$ cat src/rtl/arf_op_sequencer.sv
// Multi-step op sequencer for the 8-bit address register file.
// Drives ARF selects and a req/ack memory port for FETCH/PUSH/POP/CALL/RET/JUMP/CLR.
module arf_op_sequencer #(
  parameter int ACK_TIMEOUT = 15
) (
  input  logic       clock,
  input  logic       reset,
  input  logic       op_valid,
  output logic       op_ready,
  input  logic [2:0] op_code,
  input  logic [7:0] op_data,
  output logic       done,
  output logic       err,
  output logic [7:0] result,
  output logic [1:0] arf_funsel,
  output logic [3:0] arf_rsel,
  output logic [1:0] arf_oasel,
  output logic [1:0] arf_obsel,
  output logic [7:0] arf_input,
  input  logic [7:0] arf_outa,
  input  logic [7:0] arf_outb,
  output logic [7:0] mem_addr,
  output logic [7:0] mem_wdata,
  output logic       mem_re,
  output logic       mem_we,
  input  logic [7:0] mem_rdata,
  input  logic       mem_ack
);

  typedef enum logic [4:0] {
    S_IDLE, S_F_MEM, S_F_INC,
    S_PU_MEM, S_PU_DEC,
    S_PO_INC, S_PO_MEM,
    S_CA_MEM, S_CA_DEC, S_CA_LD,
    S_RE_INC, S_RE_MEM, S_RE_LD,
    S_JU_PCP, S_JU_PC,
    S_CLR, S_DONE
  } state_e;

  localparam logic [3:0] TO_LAST = 4'(ACK_TIMEOUT - 1);

  localparam logic [1:0] FS_CLR = 2'b00;
  localparam logic [1:0] FS_LD  = 2'b01;
  localparam logic [1:0] FS_DEC = 2'b10;
  localparam logic [1:0] FS_INC = 2'b11;

  state_e     state_q, state_d;
  logic [7:0] data_q, data_d;
  logic [7:0] result_q, result_d;
  logic       err_q, err_d;
  logic [3:0] cnt_q, cnt_d;
  logic       tmo;

  always_ff @(posedge clock or posedge reset) begin
    if (reset) begin
      state_q  <= S_IDLE;
      data_q   <= '0;
      result_q <= '0;
      err_q    <= 1'b0;
      cnt_q    <= '0;
    end else begin
      state_q  <= state_d;
      data_q   <= data_d;
      result_q <= result_d;
      err_q    <= err_d;
      cnt_q    <= cnt_d;
    end
  end

  assign tmo      = (cnt_q == TO_LAST);
  assign mem_addr = arf_outb;
  assign result   = result_q;

  always_comb begin
    state_d    = state_q;
    data_d     = data_q;
    result_d   = result_q;
    err_d      = err_q;
    cnt_d      = '0;
    op_ready   = (state_q == S_IDLE) & ~reset;
    done       = 1'b0;
    err        = 1'b0;
    arf_funsel = FS_CLR;
    arf_rsel   = 4'b0000;
    arf_oasel  = 2'b11;
    arf_obsel  = 2'b01;
    arf_input  = '0;
    mem_re     = 1'b0;
    mem_we     = 1'b0;
    mem_wdata  = '0;

    unique case (state_q)
      S_IDLE: begin
        if (op_valid) begin
          data_d = op_data;
          err_d  = 1'b0;
          unique case (op_code)
            3'b000: state_d = S_DONE;
            3'b001: state_d = S_F_MEM;
            3'b010: state_d = S_PU_MEM;
            3'b011: state_d = S_PO_INC;
            3'b100: state_d = S_CA_MEM;
            3'b101: state_d = S_RE_INC;
            3'b110: state_d = S_JU_PCP;
            3'b111: state_d = S_CLR;
          endcase
        end
      end
      // Memory steps: finish on ack, abort to DONE on timeout.
      S_F_MEM: begin
        arf_obsel = 2'b11;
        mem_re    = 1'b1;
        if (mem_ack) begin
          result_d = mem_rdata;
          state_d  = S_F_INC;
        end else if (tmo) begin
          err_d   = 1'b1;
          state_d = S_DONE;
        end else cnt_d = cnt_q + 4'd1;
      end
      S_PU_MEM: begin
        mem_we    = 1'b1;
        mem_wdata = data_q;
        if (mem_ack) state_d = S_PU_DEC;
        else if (tmo) begin
          err_d   = 1'b1;
          state_d = S_DONE;
        end else cnt_d = cnt_q + 4'd1;
      end
      S_PO_MEM: begin
        mem_re = 1'b1;
        if (mem_ack) begin
          result_d = mem_rdata;
          state_d  = S_DONE;
        end else if (tmo) begin
          err_d   = 1'b1;
          state_d = S_DONE;
        end else cnt_d = cnt_q + 4'd1;
      end
      S_CA_MEM: begin
        mem_we    = 1'b1;
        mem_wdata = arf_outa;
        if (mem_ack) state_d = S_CA_DEC;
        else if (tmo) begin
          err_d   = 1'b1;
          state_d = S_DONE;
        end else cnt_d = cnt_q + 4'd1;
      end
      S_RE_MEM: begin
        mem_re = 1'b1;
        if (mem_ack) begin
          data_d  = mem_rdata;
          state_d = S_RE_LD;
        end else if (tmo) begin
          err_d   = 1'b1;
          state_d = S_DONE;
        end else cnt_d = cnt_q + 4'd1;
      end
      S_F_INC: begin
        arf_rsel   = 4'b1000;
        arf_funsel = FS_INC;
        state_d    = S_DONE;
      end
      S_PU_DEC, S_CA_DEC: begin
        arf_rsel   = 4'b0010;
        arf_funsel = FS_DEC;
        state_d    = (state_q == S_PU_DEC) ? S_DONE : S_CA_LD;
      end
      S_PO_INC, S_RE_INC: begin
        arf_rsel   = 4'b0010;
        arf_funsel = FS_INC;
        state_d    = (state_q == S_PO_INC) ? S_PO_MEM : S_RE_MEM;
      end
      S_CA_LD, S_RE_LD, S_JU_PC: begin
        arf_rsel   = 4'b1000;
        arf_funsel = FS_LD;
        arf_input  = data_q;
        state_d    = S_DONE;
      end
      S_JU_PCP: begin
        arf_rsel   = 4'b0001;
        arf_funsel = FS_LD;
        arf_input  = arf_outa;
        state_d    = S_JU_PC;
      end
      S_CLR: begin
        arf_rsel   = 4'b1111;
        arf_funsel = FS_CLR;
        state_d    = S_DONE;
      end
      S_DONE: begin
        done    = 1'b1;
        err     = err_q;
        state_d = S_IDLE;
      end
      default: state_d = S_IDLE;
    endcase
  end

endmodule

$ cat config.mk
export PLATFORM = sky130hd
export DESIGN_NAME = arf_op_sequencer
export DESIGN_NICKNAME = d
export VERILOG_FILES = /design/src/rtl/arf_op_sequencer.sv
export SDC_FILE = /design/constraint.sdc
export NUM_CORES = 1
export LEC_CHECK = 0
export ABC_AREA = 1
export CELL_PAD_IN_SITES_DETAIL_PLACEMENT = 1
export CELL_PAD_IN_SITES_GLOBAL_PLACEMENT = 1
export CORE_MARGIN = 4
export CORE_UTILIZATION = 28
export CTS_CLUSTER_DIAMETER = 80
export DETAILED_ROUTE_END_ITERATION = 6
export GPL_TIMING_DRIVEN = 0
export PLACE_DENSITY = 0.77
export SYNTH_ARGS = -nofsm -noshare
export SYNTH_HDL_FRONTEND = slang
export SYNTH_SLANG_ARGS = --single-unit
$ cat constraint.sdc
create_clock -name clock -period 1.8 [get_ports clock]
set_clock_uncertainty 0.1 [all_clocks]
set_input_delay 0.27 -clock clock [delete_from_list [all_inputs] [get_ports clock]]
set_output_delay 0.27 -clock clock [all_outputs]
set_load 0.01 [all_outputs]
==> summary by stage, run 1 <==
Status
The run finished, with violations left. The final reports fail on negative setup slack.

Global routing
Summed over all layers, the global routing overflow is 0. The global routing usage summed across all routing layers is 19.71%. Entering global routing, the biggest net connects 27 pins. The initial antenna violation count is 0. The first-pass GRT wire length is around 12000 µm. The number of global-route vias before repair is roughly 2.3k.

Synthesis
The number of flops mapped to enable cells by yosys is 0. The count of yosys warnings during synthesis is 0. The cell area that synthesis handed to floorplanning was 1788 µm².

The number of synthesized register bits is 26. The cell type with the highest aggregate area in the netlist is sky130_fd_sc_hd__dfrtp_1. In the synthesized netlist the dominant register cell turns out to be sky130_fd_sc_hd__dfrtp_1. The unique cell type count in the Yosys netlist is 27. The cell count after synthesis came out at 254. After synthesis, the cell types taking the most area are sky130_fd_sc_hd__dfrtp_1 36%, sky130_fd_sc_hd__nand2_1 13%, sky130_fd_sc_hd__inv_1 8.8%. Of the post-synthesis cell area, the dominant cell type holds 36.39%. The part of the Yosys area used for sequential elements is 36.39%.

The fraction of registers with async set/reset is 100.0%. The post-synthesis average cell area is approximately 7 µm².

CTS
The total clock buffers created by CTS is 3. Counting every sink on the clock net gives 26. Clock-pin slew was measured on the worst setup and hold paths at 90 ps. The total number of H-tree levels is 1.

The CTS tree is yes. The maximum clock path buffer count is 2. The clock reaches the later pin of the worst-skew pair after 270 ps. The cell at the root of the clock tree is sky130_fd_sc_hd__clkbuf_8.

Critical path
By instance count, the cell type seen most on the critical path is sky130_fd_sc_hd__buf_6. The delay of the slowest critical-path stage is 480 ps. The category of cells accounting for the largest share of critical-path delay is buffers and inverters. The critical path capture point type is an output pin. Data arrives at the worst endpoint at 1720 ps. The slowest stage of the critical path is the sky130_fd_sc_hd__dfrtp_2 cell. The worst setup path is of the reg2out kind. The worst setup path is launched from a register.

Walking the worst path, the cells encountered are buf_12 -> nor3_4 -> buf_6 -> nand2_8 -> buf_6 -> o22ai_2 -> buf_2. Counting both buffers and inverters, the worst setup path holds a total of 4. The worst endpoint required time is between 1000 and 1500 ps. Of all nets on the critical path, the largest fanout is 4.

Final layout
For this run, the post-layout net count is 423. The number of inserted filler cells in the final layout is 711. The post-route netlist has 45.93% of its cells at a drive strength greater than 1.

The number of antenna diodes is 0. Relative to the synthesized area, the layout overhead comes to 93.98%.

Run
Max-cap violations in this run came to 0.

Die
The floorplan has 28 rows. The core region is 6061 µm². In this run the horizontal extent of the chip is 87.91 µm. For this configuration, the core starts out at a cell density of 29.50%.

The die footprint is 7728 µm². The height of the die is between 80 and 90 µm. The number of top-level design ports is 86.

Place
The count of buffers inserted at the top-level ports is 74. The congestion estimate from routability-driven global placement came to 0.8162. The placement-stage worst setup slack is -558.3 ps. The wire-length estimate of the detail-placed layout is around 4700 µm.

Power and ir drop
The total leakage power is 1.840 nW. The total power is approximately 4.6 mW. Dividing total power by cell area gives a power density of 1319 nW/µm².

Across the VDD grid, the largest voltage drop is 570.9 µV.

Detailed routing
Dividing the detail-routed wire length by the instance count gives 19.41 µm. After detailed routing, the number of vias per cell comes to 5.096. The routed wire length is slightly below 9000 µm. The count of nets left with antenna violations after detail routing is 0. The total number of vias is between 2k and 2.5k.

The pre-antenna-repair detailed-routing pass consisted of 4 iterations. In this run, the number of DRC markers left after iteration 0 of detailed routing was 67. The detailed-route DRC error count is 0.

STA
The max-slew violation count was 0. In this run the tightest slew margin relative to its limit is 31.49%. The number of endpoints with negative hold slack in the final report is 0. Counting I/O delays and the setup requirement, the final critical path takes 2086 ps. Setup repair after global routing could not meet its margin everywhere.

The setup-violating endpoint count in the final report is 47. The highest clock frequency the design can meet is 479.3 MHz. The slew at the pin closest to its max-slew limit is just over 1000 ps. After layout, the worst path uses 115.9% of the clock period. The smallest setup slack after layout is -286.4 ps.

Hold path
In this run the worst hold path is classified as reg2reg.
-- placed cells by master, fill, tap and decap left out, drive strengths merged --
master and instances:
or2 1, o21a 1, o22ai 17, nand2 70
nand3 11, nor2 19, nand4 2, inv 46
clkinvlp 1, conb 3, clkbuf 4, bufinv 1
o21ai 29, buf 85, xor2 3, ha 2
a21oi 8, and2 1, dfrtp 26, clkdlybuf4s50 46
nor3 4, clkinv 1
-- timing repair --
action | 4_1_cts | 5_1_grt
setup endpoints to repair | 28 | 47
hold buffers | 0 | 0
gates resized for setup | 177 | 60
cloned | 2 | 2
pin swaps | 19 | 13
setup buffers | 30 | 15
-- synth_stat cells (2+ instances only) --
library cell / count
sky130_fd_sc_hd__o21ai_1: 14
sky130_fd_sc_hd__nand3_1: 11
sky130_fd_sc_hd__nor3_2: 2
sky130_fd_sc_hd__o21ai_2: 8
sky130_fd_sc_hd__nand4_1: 2
sky130_fd_sc_hd__dfrtp_1: 26
sky130_fd_sc_hd__ha_1: 2
sky130_fd_sc_hd__a21oi_1: 8
sky130_fd_sc_hd__buf_6: 2
sky130_fd_sc_hd__inv_2: 5
sky130_fd_sc_hd__inv_1: 42
sky130_fd_sc_hd__o21ai_0: 6
sky130_fd_sc_hd__nor2_1: 19
sky130_fd_sc_hd__nand2_2: 3
sky130_fd_sc_hd__o22ai_1: 17
sky130_fd_sc_hd__nand2_1: 64
sky130_fd_sc_hd__buf_4: 11
sky130_fd_sc_hd__xor2_1: 3
-- sequential cells by signal, indices dropped and copies added (netlist names) --
| name | count |
|---|---|
| cnt_q | 4 |
| result | 8 |
| data_q | 8 |
| err_q | 1 |
| state_q | 5 |
-- worst min-delay path: cells and delay by family, from the launching register on --
kind | cells | cell delay (ps)
AOI/OAI and AO/OA | 1 | 50
and+or+nand+nor | 1 | 60
DFF | 1 | 350
-- routing by layer --
metal | vias to the layer above | share of wire (%) | track usage (%)
li1 | 1056 | - | -
met1 | 1132 | 38 | 23.16
met2 | 109 | 51 | 35.89
met3 | 27 | 6.5 | 2.822
met4 | 0 | 4.1 | 7.671
met5 | - | 0 | 0
-- path summary, 6_finish.rpt --
check                                        from                     end  slack (ps)  cells after the start
setup / recovery           state_q[4]$_DFFE_PP0P_            arf_input[3]        -290                      7
hold / removal              result[0]$_DFFE_PP0P_   result[0]$_DFFE_PP0P_         390                      2
setup reg to reg           state_q[2]$_DFFE_PP0P_   data_q[0]$_DFFE_PP0P_        -130                      9
hold reg to reg             result[0]$_DFFE_PP0P_   result[0]$_DFFE_PP0P_         390                      2
max in group asynchronous                   reset  state_q[3]$_DFFE_PP0P_         410                      2
min in group asynchronous                   reset  state_q[1]$_DFFE_PP0P_         500                      2
-- stage by stage --
step	hold slack (ps)	utilization [%]	area (µm²)	TNS (ps)	cells
floorplan	210.0	-	1795	0	256
global placement	365.8	43.39	2630	-9123	405
detailed placement	372.7	43.39	2630	-9984	405
CTS	395.0	51.67	3132	-4048	441
global route	410.0	57.23	3468	-8700	456
finish	392.0	57.23	3468	-5301	456
-- cell families after synthesis --
kind of cell    synth area share, %
flops                         36.39
buf+inv                       16.23
compound gates                19.04
xor+xnor                      1.470
fa+ha+maj                     1.399
simple gates                  25.26
other cells                  0.2097
-- power breakdown --
group	internal, mW	switching (mW)
logic	1.38	1.69
clock network	0.298	0.187
registers	0.816	0.195
-- area by class of cell --
type                    count  area [µm²]  share of cell area [%]
repair buffers            118        1082                   31.20
well taps                  75       93.84                   2.706
flip-flops and latches     26       656.9                   18.94
clock inverters             1       30.03                  0.8658
plain buffers              14       121.4                   3.499
clock buffers               3       41.29                   1.190
multi-input cells         171        1241                   35.79
inverters                  48       201.4                   5.808
(Power assumes the default switching activity.)
==> inputs of run 2 (changes only) <==
--- a/config.mk
+++ b/config.mk
@@ -6,6 +6,7 @@
 export NUM_CORES = 1
 export LEC_CHECK = 0
 export ABC_AREA = 1
+export CAP_MARGIN = 20
 export CELL_PAD_IN_SITES_DETAIL_PLACEMENT = 1
 export CELL_PAD_IN_SITES_GLOBAL_PLACEMENT = 1
 export CORE_MARGIN = 4
@@ -14,6 +15,7 @@
 export DETAILED_ROUTE_END_ITERATION = 6
 export GPL_TIMING_DRIVEN = 0
 export PLACE_DENSITY = 0.77
+export SKIP_CTS_REPAIR_TIMING = 1
 export SYNTH_ARGS = -nofsm -noshare
 export SYNTH_HDL_FRONTEND = slang
 export SYNTH_SLANG_ARGS = --single-unit
==> summary by stage, run 2 (synthesized netlist as in run 1, its figures left out) <==
STA
The setup-violating endpoint count in the final report is 26 (-45%). The final critical path time including I/O delays and setup is 2019 ps (-67.18 ps). The highest clock frequency the design can meet is 495.2 MHz (+3.3%). The max-slew violation count is 0 (unchanged). The worst hold slack is 135.5 ps (-256.5 ps). The smallest setup slack after layout is -219.2 ps (+67.18 ps). The fraction of the cycle the final worst path needs was 112.2% (-3.7 points). The number of endpoints with negative hold slack in the final report is 0 (unchanged).

Setup repair after global routing could not meet its margin everywhere.

Critical path
The logic depth of the worst register-to-register path is 8 (-1). STA classifies the critical path startpoint as a register. Traced cell by cell, the critical path runs through buf_12 -> nor3_4 -> nand2_4 -> buf_8 -> o22ai_2 -> buf_2. The data arrival time of the worst path came to 1650 ps (-70 ps). The worst setup path is of the reg2out kind. The delay of the slowest critical-path stage is 490 ps (about the same). The cell at the slowest stage of the critical path is sky130_fd_sc_hd__dfrtp_2. The worst endpoint required time is 1430 ps (about the same). The worst setup path is captured at an output pin. The largest driver fanout on the critical path was 8 (+4).

Detailed routing
The routed wire length on met3 is 402 µm (-30%). The DRC violation total after the first TritonRoute iteration is 69 (+3.0%). The highest metal layer carrying signal wires in the routed design is met4. The count of nets left with antenna violations after detail routing was 0 (unchanged). The total number of vias is 2089 (-10%). The average vias per placed instance is 4.737 (-7.1%). The length of routed wiring on met1 came to 3068 µm (-9.3%). The count of TritonRoute iterations in the first routing pass was 4 (unchanged).

The sum of met2 wire segment lengths after detailed routing was 3577 µm (-21%). The detailed-route DRC error count is 0 (unchanged). The average wire length per cell after detail routing came to 16.20 µm (-16%). The routed wire length is 7146 µm (-19%).

Power and ir drop
The peak supply drop was 577.8 µV (+1.2%). The power density relative to cell area is 1257 nW/µm² (-4.7%). The total power is 4.044 mW (-12%). The total leakage power came to 1.778 nW (-3.4%).

Place
The count of buffers inserted at the top-level ports is 74 (unchanged). The placement-stage worst setup slack was -558.3 ps (unchanged). The last weighted congestion value of the routability-driven placer is 0.8162 (unchanged). The number of cells after detailed placement was 405 (unchanged). The post-detailed-placement half-perimeter wirelength was 4729 µm (unchanged).

Global routing
The global routing usage summed across all routing layers is 15.11% (-4.6 points). The initial antenna violation count is 0 (unchanged). The aggregate global routing overflow is 0 (unchanged).

The first-pass GRT wire length was 9308 µm (-21%). The largest net degree at the start of global routing came to 27 (unchanged). The number of global-route vias before repair is 1964 (-16%).

Status
The final reports fail on negative setup slack. The flow ran to the end, but the final reports show violations.

CTS
The tree is rooted in a sky130_fd_sc_hd__clkbuf_8. The clock latency reported for the late side of the worst-skew pair was 270 ps (about the same). The maximum clock path buffer count came to 2 (unchanged). The total clock buffers created by CTS is 3 (unchanged). The CTS tree is yes. The total number of H-tree levels is 1 (unchanged). The total number of clock tree sinks is 26 (unchanged). The clock slew seen by the registers of the worst setup and hold paths is 90 ps (about the same).

Die
The die span in x is 87.91 µm (unchanged). The die footprint came to 7728 µm² (unchanged). The core box area came to 6061 µm² (unchanged).

The height of the die came to 87.91 µm (unchanged). The number of placement rows is 28 (unchanged). The starting density of the core is 29.50% (unchanged). The number of top-level design ports is 86 (unchanged).

Final layout
The number of standard cells in the final layout excluding fillers is 441 (-3.3%). The number of antenna diodes is 0 (unchanged). The post-route core utilization is 53.08% (-4.1 points).

The number of inserted filler cells in the final layout was 730 (+2.7%). The fraction of final layout cells sized beyond drive strength 1 was 40.44% (-5.5 points). The area growth from synthesis to final layout is 79.92%. The number of nets in the layout is 408 (-3.5%). In the layout the commonest cells are 46 x sky130_fd_sc_hd__nand2_1, 46 x sky130_fd_sc_hd__clkdlybuf4s50_1, 39 x sky130_fd_sc_hd__inv_1, 30 x sky130_fd_sc_hd__buf_4, 21 x sky130_fd_sc_hd__dfrtp_1.

The multi-input gate area in the final layout is 1114 µm² (-10%). The total area of sequential cells is 656.9 µm² (unchanged).

Run
The max-cap violation count is 0 (unchanged).

Hold path
The tightest min-delay check is of the in2async type.
[run 2: layout make-up]
type | instances | share of cell area [%]
Multi-Input combinational cell | 169 | 34.62
Inverter | 48 | 5.834
Sequential cell | 26 | 20.42
Buffer | 14 | 3.890
Tap cell | 75 | 2.917
Clock inverter | 1 | 0.9335
Clock buffer | 3 | 1.284
Timing Repair Buffer | 105 | 30.10
[run 2: metal layers]
metal,track usage [%],up-vias
met4,4.184,0
met5,0,-
met1,20.21,991
li1,-,1024
met2,25.41,64
met3,2.164,10
[run 2: stage by stage]
step	cell area [µm²]	setup TNS, ps
2_1_floorplan	1795	0
3_3_place_gp	2630	-9123
3_5_place_dp	2630	-9984
4_1_cts	2701	-18800
5_1_grt	3217	-7182
6_report	3217	-3726
[run 2: worst paths after layout]
kind | start | end | slack, ps
worst max-delay path | state_q[4]$_DFFE_PP0P_ | arf_input[5] | -220
worst min register to register | result[0]$_DFFE_PP0P_ | result[0]$_DFFE_PP0P_ | 390
worst min-delay path | reset | state_q[1]$_DFFE_PP0P_ | 140
worst max register to register | state_q[2]$_DFFE_PP0P_ | data_q[4]$_DFFE_PP0P_ | -20
max in group asynchronous | reset | state_q[3]$_DFFE_PP0P_ | 1080
min in group clock | result[0]$_DFFE_PP0P_ | result[0]$_DFFE_PP0P_ | 390
[run 2: critical path: cells and delay by family (launching register included)]
kind,cells,cell delay (ps)
compound gates,1,130
simple gates,2,280
buf+inv,3,470
flops,1,490
[run 2: power breakdown]
| part | total, mW | switching [mW] | internal [mW] |
|---|---|---|---|
| logic | 2.56 | 1.39 | 1.17 |
| clock network | 0.485 | 0.187 | 0.298 |
| registers | 1.00 | 0.186 | 0.815 |
